===== src/rtl/input_feed_ctrl.sv =====
// Sequences systolic-array input-buffer reads: per tile, accumulator handshake, row burst, skew drain.
// Latency: start to first read strobe is 2 cycles when acc_ready is already high; all outputs are state decodes (Moore).
// Backpressure: acc_ready gates only the start of each tile; once streaming, the burst and drain run to completion.
//
// Ports:
//   clk, rst              clock (posedge) and asynchronous active-high reset
//   start, abort          job request (IDLE only) and synchronous abort (wins over start)
//   cfg_rows, cfg_tiles   rows per tile and tiles per job, latched on an accepted start
//   acc_ready             accumulator can take a new tile
//   read                  read strobe to input_buffer (row 0; lower rows self-skew)
//   busy                  controller is not IDLE
//   tile_idx              0-based index of the current tile
//   tile_done, done       one-cycle pulses: last drain cycle of a tile / job complete
module input_feed_ctrl #(
  parameter int SYS_ROWS = 4,
  parameter int SYS_COLS = 4,
  parameter int ROWS_W   = 16,
  parameter int TILES_W  = 8
) (
  input  logic               clk,
  input  logic               rst,
  input  logic               start,
  input  logic               abort,
  input  logic [ROWS_W-1:0]  cfg_rows,
  input  logic [TILES_W-1:0] cfg_tiles,
  input  logic               acc_ready,
  output logic               read,
  output logic               busy,
  output logic [TILES_W-1:0] tile_idx,
  output logic               tile_done,
  output logic               done
);

  // Cycles needed for the last row's data to skew out through the whole array.
  localparam int DRAIN_CYC = SYS_ROWS + SYS_COLS;
  localparam int DRAIN_W   = $clog2(DRAIN_CYC + 1);

  typedef enum logic [2:0] {
    S_IDLE,
    S_WAIT_RDY,
    S_STREAM,
    S_DRAIN,
    S_DONE
  } state_t;

  state_t             state, state_nxt;
  logic [ROWS_W-1:0]  rows_q, rows_nxt;
  logic [TILES_W-1:0] tiles_q, tiles_nxt;
  logic [ROWS_W-1:0]  row_cnt, row_cnt_nxt;
  logic [DRAIN_W-1:0] drain_cnt, drain_cnt_nxt;
  logic [TILES_W-1:0] tile_idx_q, tile_idx_nxt;

  logic row_last;
  logic drain_last;
  logic tile_last;

  // Compare-before-increment: counters stop at limit-1, so the maximum
  // configurable rows/tiles never wrap a counter. rows_q and tiles_q are
  // non-zero whenever these terms are used (zero jobs go straight to DONE).
  assign row_last   = (row_cnt == rows_q - ROWS_W'(1));
  assign drain_last = (drain_cnt == DRAIN_W'(DRAIN_CYC - 1));
  assign tile_last  = (tile_idx_q == tiles_q - TILES_W'(1));

  // State and datapath registers
  always_ff @(posedge clk or posedge rst) begin
    if (rst) begin
      state      <= S_IDLE;
      rows_q     <= '0;
      tiles_q    <= '0;
      row_cnt    <= '0;
      drain_cnt  <= '0;
      tile_idx_q <= '0;
    end else begin
      state      <= state_nxt;
      rows_q     <= rows_nxt;
      tiles_q    <= tiles_nxt;
      row_cnt    <= row_cnt_nxt;
      drain_cnt  <= drain_cnt_nxt;
      tile_idx_q <= tile_idx_nxt;
    end
  end

  // Next-state and counter logic
  always_comb begin
    state_nxt     = state;
    rows_nxt      = rows_q;
    tiles_nxt     = tiles_q;
    row_cnt_nxt   = row_cnt;
    drain_cnt_nxt = drain_cnt;
    tile_idx_nxt  = tile_idx_q;

    case (state)
      S_IDLE: begin
        if (start) begin
          rows_nxt      = cfg_rows;
          tiles_nxt     = cfg_tiles;
          tile_idx_nxt  = '0;
          row_cnt_nxt   = '0;
          drain_cnt_nxt = '0;
          // An empty job still reports completion, without touching the buffer.
          if ((cfg_rows == '0) || (cfg_tiles == '0)) begin
            state_nxt = S_DONE;
          end else begin
            state_nxt = S_WAIT_RDY;
          end
        end
      end

      S_WAIT_RDY: begin
        if (acc_ready) begin
          row_cnt_nxt = '0;
          state_nxt   = S_STREAM;
        end
      end

      S_STREAM: begin
        if (row_last) begin
          drain_cnt_nxt = '0;
          state_nxt     = S_DRAIN;
        end else begin
          row_cnt_nxt = row_cnt + ROWS_W'(1);
        end
      end

      S_DRAIN: begin
        if (drain_last) begin
          if (tile_last) begin
            state_nxt = S_DONE;
          end else begin
            tile_idx_nxt = tile_idx_q + TILES_W'(1);
            state_nxt    = S_WAIT_RDY;
          end
        end else begin
          drain_cnt_nxt = drain_cnt + DRAIN_W'(1);
        end
      end

      S_DONE: begin
        // tile_idx deliberately keeps the last tile number until the next start.
        state_nxt = S_IDLE;
      end

      default: begin
        state_nxt = S_IDLE;
      end
    endcase

    // Abort overrides everything, including a start seen in the same cycle.
    if (abort) begin
      state_nxt     = S_IDLE;
      row_cnt_nxt   = '0;
      drain_cnt_nxt = '0;
      tile_idx_nxt  = '0;
    end
  end

  // Moore outputs: pure decodes of registered state, so an async reset
  // clears them immediately.
  assign read      = (state == S_STREAM);
  assign busy      = (state != S_IDLE);
  assign tile_done = (state == S_DRAIN) && drain_last;
  assign done      = (state == S_DONE);
  assign tile_idx  = tile_idx_q;

endmodule


===== config.mk =====
export PLATFORM = sky130hd
export DESIGN_NAME = input_feed_ctrl
export DESIGN_NICKNAME = d
export VERILOG_FILES = /design/src/rtl/input_feed_ctrl.sv
export SDC_FILE = /design/constraint.sdc
export NUM_CORES = 1
export LEC_CHECK = 0
export ABC_AREA = 1
export ABC_CLOCK_PERIOD_IN_PS = 2100
export BUFFER_PORTS_ARGS = -buffer_cell sky130_fd_sc_hd__buf_4
export CAP_MARGIN = 20
export CORE_ASPECT_RATIO = 0.7
export CORE_MARGIN = 10
export CORE_UTILIZATION = 40
export CTS_CLUSTER_SIZE = 40
export DETAILED_ROUTE_END_ITERATION = 16
export PLACE_DENSITY = 0.69
export SYNTH_ARGS = -nofsm -noshare
export SYNTH_HDL_FRONTEND = slang
export SYNTH_SLANG_ARGS = --single-unit

===== constraint.sdc =====
create_clock -name clk -period 2.1 [get_ports clk]
set_input_delay 0.525 -clock clk [delete_from_list [all_inputs] [get_ports clk]]
set_output_delay 0.525 -clock clk [all_outputs]
set_load 0.05 [all_outputs]

# == Yosys cells after proc, flatten, opt, wreduce, memory -nomap -nowiden ==
# Index checks and enable logic that the tools add are counted.
# op_classes
reduce_logical,14
add_sub_neg,5
mux,23
n_eq_ne,14
# op_table
operator,count
16-bit 2-to-1 mux,4
16-bit one-hot mux with 3 select lines,1
8-bit 2-to-1 mux,4
3-bit 2-to-1 mux,7
"3-bit inequality test, second input constant",6
"16-bit by 1-bit adder with 16-bit output, second input constant",1
16-bit equality test,1
16-bit logical NOT,1
4-bit 2-to-1 mux,4
8-bit one-hot mux with 2 select lines,1
4-bit AND reduction,4
"16-bit by 1-bit subtractor with 16-bit output, second input constant",1
3-bit one-hot mux with 4 select lines,1
4-bit one-hot mux with 3 select lines,1
"8-bit by 1-bit adder with 8-bit output, second input constant",1
8-bit equality test,1
8-bit logical NOT,1
4-bit nonzero test,2
"8-bit by 1-bit subtractor with 8-bit output, second input constant",1
"3-bit by 2-bit equality test with 1-bit output, second input constant",2
3-bit nonzero test,2
"4-bit by 1-bit adder with 4-bit output, second input constant",1
"4-bit by 3-bit equality test with 1-bit output, second input constant",1
"3-bit by 1-bit equality test with 1-bit output, second input constant",1
other kinds (6),6
# totals
regBits,55
wordCells,62
in_bits,29
output_inout_bits,12

# == Depth between registers and ports, before layout ==
# Gate-level depths: netlist of the first run.
# logic_depth
depth_word,6
ltp_mapped,18

# == Worst setup path after synthesis of the first run ==
# OpenSTA, ideal clock, no wires.
# synth_path
path_kind,reg-to-reg
from,reg state[2]
to,reg row_cnt[7]
arrival_ps,2096
setup_slack_ps,-61
n_path_buf,1
stages_incl_launch_ff,7
path_cell_list,dfrtp_1 nor3_2 inv_2 o21ai_2 buf_2 nand3_1 nand2_1
# synth_between
elab_chain_cells,3
elab_cells_between_ends,10
classes_between,eq/ne (5); mux (2); reduce/logical (3)
# synth_lines
element,line,source
from (decl),46,"state_t state, state_nxt;"
from (signal assigned),74,state <= state_nxt;
3-bit by 2-bit equality test with 1-bit output (*),-,
via read,27,"output logic read,"
"3-bit inequality test (no source line), or another cell as far along",-,
4-bit AND reduction (no source line) / 16-bit 2-to-1 mux (equally long branches),-,
to (signal assigned),77,row_cnt <= row_cnt_nxt;
to (decl),49,"logic [ROWS_W-1:0] row_cnt, row_cnt_nxt;"
# Mark *: on every way through the listed nets, which the timed path passes. The rest lies on a longest branch.
# A chain may end at the register's enable or synchronous reset.

# == Worst setup path in the final report of the first run ==
# layout_path
from,reg state[2]
to,reg row_cnt[10]
# layout_between
elab_chain_cells,3
elab_cells_between_ends,10
classes_between,eq/ne (5); mux (2); reduce/logical (3)
# layout_lines
element,line,source
"3-bit by 2-bit equality test with 1-bit output, or another cell as far along",92,case (state)
"3-bit inequality test (no source line), or another cell as far along",-,
4-bit AND reduction (no source line) / 16-bit 2-to-1 mux (equally long branches),-,
# Parallel ways exist; a longest one is shown, timed or not.

==> results.yml, run 1 <==
outcome:
  outcome: "finished, final reports clean"
drt:
  viasPerCell: 5.09
  first_pass_iters: 5
  wl_um: 10600
  drtAntennaViolNets: 0
  routed-via-count: 3877
  routedWlPerCell_um: 13.9
  first_iter_violations: 377
  drc: 0
critical_path:
  depth_of_the_worst_register_to_register_path: 10
  cp_data_arrival_time_ns: 2.28
  crit_path_start_kind: "register"
  setup.worst_path.class: "reg2reg"
  cp.buffers_inverters: 2
  timing.critical_path.mode_cell: "nand2_1"
  r2r_setup_slack_ns: 0.02
  cp_max_fo: 10
  critical-path-slowest-cell: "dfrtp_1"
  end_kind: "register"
  crit_path_cell_trace: "nor2_1, nand2_1, inv_2, nand2_1, nand2_1, nor2_2, o21ai_2, buf_4, nand3_1, nand2_1"
  r2r_start: "state[2]"
  worst-endpoint-required_ns: 2.30
  critical_path.max_stage_delay_ns: 0.45
  r2r_end: "row_cnt[10]"
  largest_delay_contributor_family_on_the_critical_path: "simple AND/OR/NAND/NOR gates"
clock_network:
  insertion_delay_ns: 0.31
  clockBufferDepth: 2
  clk_transition_reported_paths_ns: 0.08
  htree_levels: 2
  clock-root-buffer: "clkbuf_16"
  cts.sink_count: 55
  tritoncts.num_buffers: 5
  tritoncts: "yes"
job:
  max_capacitance_violation_count: 0
pwr:
  total_power_w: 0.00514
  total_leakage_power_nw: 2.37
  ir_drop_v: 0.000742
  power_per_cell_area_nw_per_um2: 1060
placed_design:
  preCtsSetupSlack_ns: -0.0197
  numPlacedInstances: 748
  routabilityCongestion: 0.893
  detailed_place_hpwl_um: 7830
  port_buffers: 40
logic_synthesis:
  netlist_instances: 584
  synth.top_cells.by_area: "dfrtp_1 (35%), nand2_1 (17%), nand3_1 (7.1%)"
  synthDominantAreaCellType: "dfrtp_1"
  ys.warnings.count: 0
  yosys.cell_count.top_type: "nand2_1"
  synth_edf_count: 0
  ys_seq_area_frac: 0.349
  synth.net_count: 618
  postSynthRegisterBits: 55
  dominantRegCellSynth: "dfrtp_1"
  synthArstFlopShare: 1.00
  synth_top_area_frac: 0.349
  yosys-top-cells-count: "nand2_1 (181), nor2_1 (72), inv_1 (58), nand3_1 (56), dfrtp_1 (55)"
  syn_area_per_cell_sq_um: 6.75
  netlist-cell-type-count: 36
  post_synthesis_instance_area_sq_um: 3940
global_routing:
  antenna_found_initial: 0
  largest_net_degree_at_the_start_of_global_routing: 56
  grt_overflow_total: 0
  wire_length_of_the_first_global_routing_pass_um: 16500
  grt.total_usage: 0.138
  grt_pass1_vias: 3442
sta:
  finalSetupTns_ns: 0
  timing.final.setup_violations: 0
  setup_repair_after_global_routing_missed_its_margin: "true"
  worst_setup_slack_after_layout_ns: 0.0241
  finalWorstPathRequiredPeriod_ns: 2.08
  timing.final.hold_violations: 0
  layout_worst_path_cycle_share: 0.989
  drv_slew: 0
  timing.hold.ws_ns: 0.277
  relSlewSlack: 0.640
  peak_freq_ghz: 0.482
  worst-slew-pin-transition_ns: 0.540
  finClkSkew_ns: 0.0129
finish:
  post_route_cells_drive_above_1_share: 0.202
  net_total_in_the_final_layout: 666
  n_fill_cell: 911
  antenna_cells_inserted: 0
  final-seq-area_sq_um: 1380
  instances_no_fill: 761
  area_taken_by_multi_input_logic_gates_sq_um: 2430
  area_growth_pct: 23.1
die:
  floorplan.die.height_um: 103
  die_outline_area_sq_um: 14300
  floorplan.initialDensity: 0.408
  core_area_sq_um: 9650
  core.rowCount: 30
  pin_count: 41
  floorplan.die.width_um: 139
min_path:
  hold_path_class: "in2async"
-- layout by cell type, fill, tap and decap left out, types with 6 or more instances in the layout --
master       n
nand2_1    169
nor2_1      70
inv_1       55
dfrtp_1     55
buf_4       50
nand3_1     46
xor2_1      21
nor3_1      17
o21ai_0     13
a21oi_1     13
nand2_2     12
nand4_1     10
nand3_2     10
inv_2        9
nor2_2       8
nand3b_1     8
xnor2_1      8
nor4_1       8
mux2_2       7
clkbuf_16    6
-- sequential cells by signal (all words and copies together), names as in the netlist --
signal and count:
tiles_q 8, tile_idx 8, row_cnt 16, rows_q 16, drain_cnt 4, state 3
-- worst register-to-register path, delay by kind of cell (launching register included) --
family	cells	cell delay [ns]
buffers and inverters	2	0.33
AND/OR/NAND/NOR	7	0.95
AO/OA/AOI/OAI	1	0.26
flip-flops	1	0.45
-- stage by stage --
step                       util  instance area [sq um]
final                     0.503                   4850
after global placement    0.461                   4450
after CTS                 0.481                   4640
after detailed placement  0.461                   4450
after floorplan               -                   3950
after global routing      0.503                   4850
-- cell type report --
cell class,instances,share of cell area
Clock buffer,6,0.0286
Multi-Input combinational cell,451,0.501
Sequential cell,55,0.284
Timing Repair Buffer,55,0.0973
Tap cell,128,0.0330
Inverter,64,0.0495
Clock inverter,2,0.00722
-- repair_timing --
action	CTS	global route
pin swaps	0	27
setup buffers	0	3
gates resized for setup	2	37
gates cloned	0	2
setup endpoints to repair	4	32
hold buffers	0	0
-- power breakdown --
| group | total, W | switching [W] | internal (W) |
|---|---|---|---|
| combinational | 0.00252 | 0.00158 | 0.000945 |
| clock | 0.000997 | 0.000402 | 0.000594 |
| sequential | 0.00162 | 0.000309 | 0.00131 |
-- worst max-delay path by stage --
stage,from,slack (ns),cells past startpoint,end
floorplan,state[2],-0.006,7,drain_cnt[0]
global placement,rows_q[0],0.09,13,drain_cnt[3]
detailed placement,rows_q[0],-0.02,13,drain_cnt[1]
CTS,state[2],0.03,4,tile_done
global route,rows_q[0],-0.12,16,row_cnt[4]
finish,state[2],0.02,10,row_cnt[10]
-- cells by family after synthesis --
group / share of synthesized area
compound gates: 0.0467
mux: 0.0200
xor+xnor: 0.0645
fa+ha+maj: 0.0159
simple gates: 0.424
buf+inv: 0.0800
flops: 0.349
-- metal layers --
layer,wire length (um),track usage,vias to the layer above
met2,4380,0.192,126
met5,0,0,-
li1,-,-,1965
met1,5360,0.205,1775
met4,129,0.0416,0
met3,695,0.0290,11
No activity file was read; power rests on OpenSTA's default activity.
==> run 2, diff against run 1 <==
==> constraint.sdc (replaced) <==
create_clock -name clk -period 2.1 [get_ports clk]
set_input_delay 0.525 -clock clk [delete_from_list [all_inputs] [get_ports clk]]
set_output_delay 0.525 -clock clk [all_outputs]
set_load 0.1 [all_outputs]
==> results.yml, run 2 (synthesis gave the netlist of run 1 again) <==
clock_network:
  insertion_delay_ns: 0.30
  tritoncts.num_buffers: 5
  clockBufferDepth: 2
  clk_transition_reported_paths_ns: 0.07
  tritoncts: "yes"
  clock-root-buffer: "clkbuf_16"
  cts.sink_count: 55
  htree_levels: 2
global_routing:
  wire_length_of_the_first_global_routing_pass_um: 17300
  antenna_found_initial: 0
  largest_net_degree_at_the_start_of_global_routing: 56
  grt_pass1_vias: 3635
  grt_overflow_total: 0
  grt.total_usage: 0.143
sta:
  finalWorstPathRequiredPeriod_ns: 2.02
  relSlewSlack: 0.706
  drv_slew: 0
  finClkSkew_ns: 0.0104
  layout_worst_path_cycle_share: 0.964
  peak_freq_ghz: 0.494
  timing.final.hold_violations: 0
  worst_setup_slack_after_layout_ns: 0.0761
  timing.hold.ws_ns: 0.283
  finalSetupTns_ns: 0
  timing.final.setup_violations: 0
  worst-slew-pin-transition_ns: 0.440
pwr:
  total_leakage_power_nw: 2.36
  power_per_cell_area_nw_per_um2: 1060
  ir_drop_v: 0.000675
critical_path:
  r2r_end: "row_cnt[15]"
  worst_setup_ep: "tile_done"
  r2r_start: "rows_q[0]"
  worst-endpoint-required_ns: 1.57
  crit_path_start_kind: "register"
  cp_data_arrival_time_ns: 1.50
  setup.worst_path.class: "reg2out"
  r2r_setup_slack_ns: 0.11
  cp_launch_point: "state[1]"
  end_kind: "output port"
  depth_of_the_worst_register_to_register_path: 13
  cp_max_fo: 6
finish:
  post_route_cells_drive_above_1_share: 0.200
  area_growth_pct: 21.7
  top_regs: "row_cnt: 16 flops, rows_q: 16 flops"
  net_total_in_the_final_layout: 668
  layout.cells.most_common_list: "nand2_1 (174), nor2_1 (64), nand3_1 (56)"
  antenna_cells_inserted: 0
  final-seq-area_sq_um: 1390
  area_taken_by_multi_input_logic_gates_sq_um: 2380
  n_fill_cell: 913
  instances_no_fill: 763
  most_frequent_standard_cell_in_the_layout_excluding_fill_and_tap_cells: "nand2_1"
drt:
  routed-via-count: 3884
  wl_um: 10500
  first_iter_violations: 344
  drc: 0
  drtAntennaViolNets: 0
  routedWlPerCell_um: 13.7
  viasPerCell: 5.09
  first_pass_iters: 4
min_path:
  hold_path_class: "in2async"
die:
  floorplan.die.height_um: 103
  floorplan.die.width_um: 139
  floorplan.initialDensity: 0.408
  core_area_sq_um: 9650
  core.rowCount: 30
  pin_count: 41
  die_outline_area_sq_um: 14300
job:
  max_capacitance_violation_count: 0
outcome:
  outcome: "finished, final reports clean"
placed_design:
  port_buffers: 40
  preCtsSetupSlack_ns: -0.0377
  routabilityCongestion: 0.879
  detailed_place_hpwl_um: 7880
  numPlacedInstances: 747
run 2: changes by cell type in the layout (fill, tap and decap cells not counted), moves of 4 or more:
cell and delta:
dfrtp_1 -8, dfrtp_2 +8, nand2_1 +5, nand2_2 -4, nand3_1 +10, nand3_2 -10, nor2_1 -6, nor2_2 +4
run 2: metal layers:
metal  up-vias  GRT usage  share of wire
met5         -          0              0
met4         0     0.0264          0.010
met3        11     0.0327          0.066
met2       117      0.216           0.41
met1      1790      0.205           0.51
li1       1966          -              -
run 2: repair_timing:
| action | in CTS | in global routing |
|---|---|---|
| buffers inserted | 0 | 6 |
| hold buffers | 0 | 0 |
| endpoints found under the setup margin | 17 | 29 |
| resized for setup | 3 | 29 |
| gates cloned | 0 | 2 |
| pin swaps | 0 | 8 |
run 2: worst min-delay path by stage:
| stage | from | to | slack, ns | cells after the start |
|---|---|---|---|---|
| floorplan | drain_cnt[1] | drain_cnt[1] | 0.47 | 2 |
| global placement | drain_cnt[1] | drain_cnt[1] | 0.49 | 2 |
| detailed placement | drain_cnt[1] | drain_cnt[1] | 0.49 | 2 |
| CTS | rst | rows_q[10] | 0.29 | 3 |
| global route | rst | rows_q[10] | 0.31 | 3 |
| finish | rst | rows_q[10] | 0.28 | 3 |
run 2: area by class of cell:
| cell class | instances | area share |
|---|---|---|
| clock buffer | 7 | 0.0277 |
| clock inverter | 1 | 0.00104 |
| inverter | 64 | 0.0501 |
| multi-input combinational | 451 | 0.497 |
| sequential | 55 | 0.289 |
| tap | 128 | 0.0334 |
| timing repair buffer | 57 | 0.101 |
run 2: where the power goes:
part | total [W] | internal [W] | switching, W
Sequential | 0.00165 | 0.00132 | 0.000333
Combinational | 0.00259 | 0.000975 | 0.00162
Clock | 0.000824 | 0.000443 | 0.000381
run 2: critical path, stage by stage, from the launching register on:
cell	delay, ns
dfrtp_1	0.40
inv_1	0.12
nor3_2	0.23
inv_2	0.12
nor2_4	0.13
buf_8	0.21
run 2: stage by stage:
stage / util / total power, W / cell area [sq um]
3_5_place_dp: 0.461 / 0.00393 / 4450
6_report: 0.497 / 0.00506 / 4790
2_1_floorplan: - / 0.00335 / 3970
3_3_place_gp: 0.461 / 0.00386 / 4450
4_1_cts: 0.477 / 0.00478 / 4600
5_1_grt: 0.497 / 0.00547 / 4790
==> run 3, diff against run 2 <==
--- a/config.mk
+++ b/config.mk
@@ -11,10 +11,10 @@
 export CAP_MARGIN = 20
 export CORE_ASPECT_RATIO = 0.7
 export CORE_MARGIN = 10
-export CORE_UTILIZATION = 40
+export CORE_UTILIZATION = 45
 export CTS_CLUSTER_SIZE = 40
 export DETAILED_ROUTE_END_ITERATION = 16
-export PLACE_DENSITY = 0.69
+export PLACE_DENSITY = 0.75
 export SYNTH_ARGS = -nofsm -noshare
 export SYNTH_HDL_FRONTEND = slang
 export SYNTH_SLANG_ARGS = --single-unit
==> results.yml, run 3 (synthesis gave the netlist of run 1 again) <==
global_routing:
  grt.total_usage: 0.156
  grt_overflow_total: 0
  antenna_found_initial: 0
  largest_net_degree_at_the_start_of_global_routing: 42
  grt_pass1_vias: 3626
  wire_length_of_the_first_global_routing_pass_um: 17200
sta:
  finalWorstPathRequiredPeriod_ns: 2.10
  layout_worst_path_cycle_share: 1.00
  setup_repair_after_global_routing_missed_its_margin: "true"
  timing.final.hold_violations: 0
  peak_freq_ghz: 0.476
  relSlewSlack: 0.640
  timing.final.setup_violations: 0
  worst-slew-pin-transition_ns: 0.539
  timing.hold.ws_ns: 0.255
  drv_slew: 0
  finClkSkew_ns: 0.00844
drt:
  routedWlPerCell_um: 14.2
  drtAntennaViolNets: 0
  first_pass_iters: 5
  first_iter_violations: 314
  viasPerCell: 5.22
  drc: 0
  wl_um: 10700
  routed-via-count: 3955
pwr:
  seq_power_share: 0.303
  total_leakage_power_nw: 2.37
  power.switching_w: 0.00247
  sw_frac_of_total: 0.457
  power.internal_w: 0.00293
  ir_drop_v: 0.000796
  clockPowerShare: 0.183
  power_per_cell_area_nw_per_um2: 1100
  power.share.combinational: 0.514
critical_path:
  critical-path-slowest-cell: "dfrtp_1"
  cp_max_fo: 8
  r2r_setup_slack_ns: 0.0008
  setup.worst_path.class: "reg2reg"
  cp_data_arrival_time_ns: 2.34
  depth_of_the_worst_register_to_register_path: 14
  crit_path_cell_trace: "inv_2, ha_4, nand3_4, nor2_4, buf_4, a21o_1, nand2_1, nand3b_1, nor2_1, nand2_4, nand2_8, clkbuf_16, nand3_1, nand2_1"
  timing.critical_path.mode_cell: "nand2_1"
  critical_path.max_stage_delay_ns: 0.40
  r2r_start: "rows_q[1]"
  cp_launch_point: "rows_q[1]"
  r2r_end: "row_cnt[10]"
  worst-endpoint-required_ns: 2.34
  crit_path_start_kind: "register"
  end_kind: "register"
placed_design:
  numPlacedInstances: 739
  routabilityCongestion: 0.890
  port_buffers: 40
  detailed_place_hpwl_um: 7760
clock_network:
  cts.sink_count: 55
  htree_levels: 2
  holdBufCountCts: 0
  tritoncts.num_buffers: 5
  insertion_delay_ns: 0.31
  clk_transition_reported_paths_ns: 0.07
  tritoncts: "yes"
  clock-root-buffer: "clkbuf_16"
  clockBufferDepth: 2
job:
  max_capacitance_violation_count: 0
die:
  pin_count: 41
  die_outline_area_sq_um: 13000
  floorplan.die.width_um: 132
  core.rowCount: 28
  floorplan.die.height_um: 98.3
  core_area_sq_um: 8480
  floorplan.initialDensity: 0.465
finish:
  antenna_cells_inserted: 0
  layout.cells.most_common_list: "nand2_1 (166), nor2_1 (64), buf_4 (54)"
  most_frequent_standard_cell_in_the_layout_excluding_fill_and_tap_cells: "nand2_1"
  area_growth_pct: 25.0
  post_route_cells_drive_above_1_share: 0.243
  net_total_in_the_final_layout: 670
  post-route-util: 0.581
  instances_no_fill: 757
  top_regs: "row_cnt: 16 flops, rows_q: 16 flops"
min_path:
  hold_path_class: "in2async"
outcome:
  outcome: "finished, final reports clean"
[run 3: cell count changes in the layout (fill, tap and decap cells not counted), moves of 2 or more]
cell      previous run  this run
nand3_1             56        44
nand3_2              0        12
nand2_1            174       166
nand2_2              8        16
inv_1               55        51
inv_2                9        13
buf_4               52        54
buf_6                0         2
buf_8                2         0
clkbuf_1             2         0
[run 3: power by group through the flow]
stage	Combinational [W]	Sequential [W]	Clock, W
CTS	0.00232	0.00162	0.000995
global route	0.00310	0.00167	0.00104
floorplan	0.00178	0.00157	0
finish	0.00277	0.00163	0.000988
global placement	0.00221	0.00162	0
detailed placement	0.00227	0.00163	0
[run 3: final cells by class]
| type | count | area, sq um |
|---|---|---|
| fill | 782 | 3550 |
| multi-input combinational | 452 | 2500 |
| sequential | 55 | 1390 |
| timing repair buffer | 58 | 473 |
| inverter | 64 | 240 |
| tap | 120 | 150 |
| clock buffer | 6 | 139 |
| clock inverter | 2 | 35.0 |
[run 3: stage by stage]
| step | setup TNS, ns | total power [W] | area (sq um) | setup WS [ns] |
|---|---|---|---|---|
| final | 0 | 0.00539 | 4920 | 0.000847 |
| after global routing | -1.60 | 0.00581 | 4920 | -0.110 |
| after CTS | 0 | 0.00493 | 4620 | 0.00995 |
| after global placement | 0 | 0.00383 | 4430 | 0.0444 |
| after floorplan | -2.27 | 0.00335 | 3970 | -0.178 |
| after detailed placement | -0.327 | 0.00390 | 4430 | -0.0756 |
[run 3: timing repair]
action                                  CTS  global route
setup buffers                             0             7
pin swaps                                 0            29
endpoints found under the setup margin   21            32
resized for setup                         5            54
gates cloned                              0             3
[run 3: worst max-delay path by stage]
| stage | to | cells past startpoint |
|---|---|---|
| 6_report | row_cnt[10] | 14 |
| 5_1_grt | row_cnt[9] | 16 |
| 4_1_cts | tile_done | 4 |
| 3_5_place_dp | drain_cnt[0] | 15 |
| 3_3_place_gp | drain_cnt[1] | 15 |
| 2_1_floorplan | row_cnt[7] | 6 |
[run 3: critical path: cells and delay by family (launching register included)]
family                   cells  cell delay [ns]
AND/OR/NAND/NOR              9             0.95
AO/OA/AOI/OAI                1             0.15
adder cells (fa/ha/maj)      1             0.17
buffers and inverters        3             0.36
flip-flops                   1             0.40
[run 3: routing by layer]
metal  vias to the layer above  global-route usage  share of wire
met5                         -                   0              0
met4                         0              0.0409         0.0095
met3                         7              0.0322          0.062
met2                       128               0.229           0.43
met1                      1849               0.227           0.49
li1                       1971                   -              -
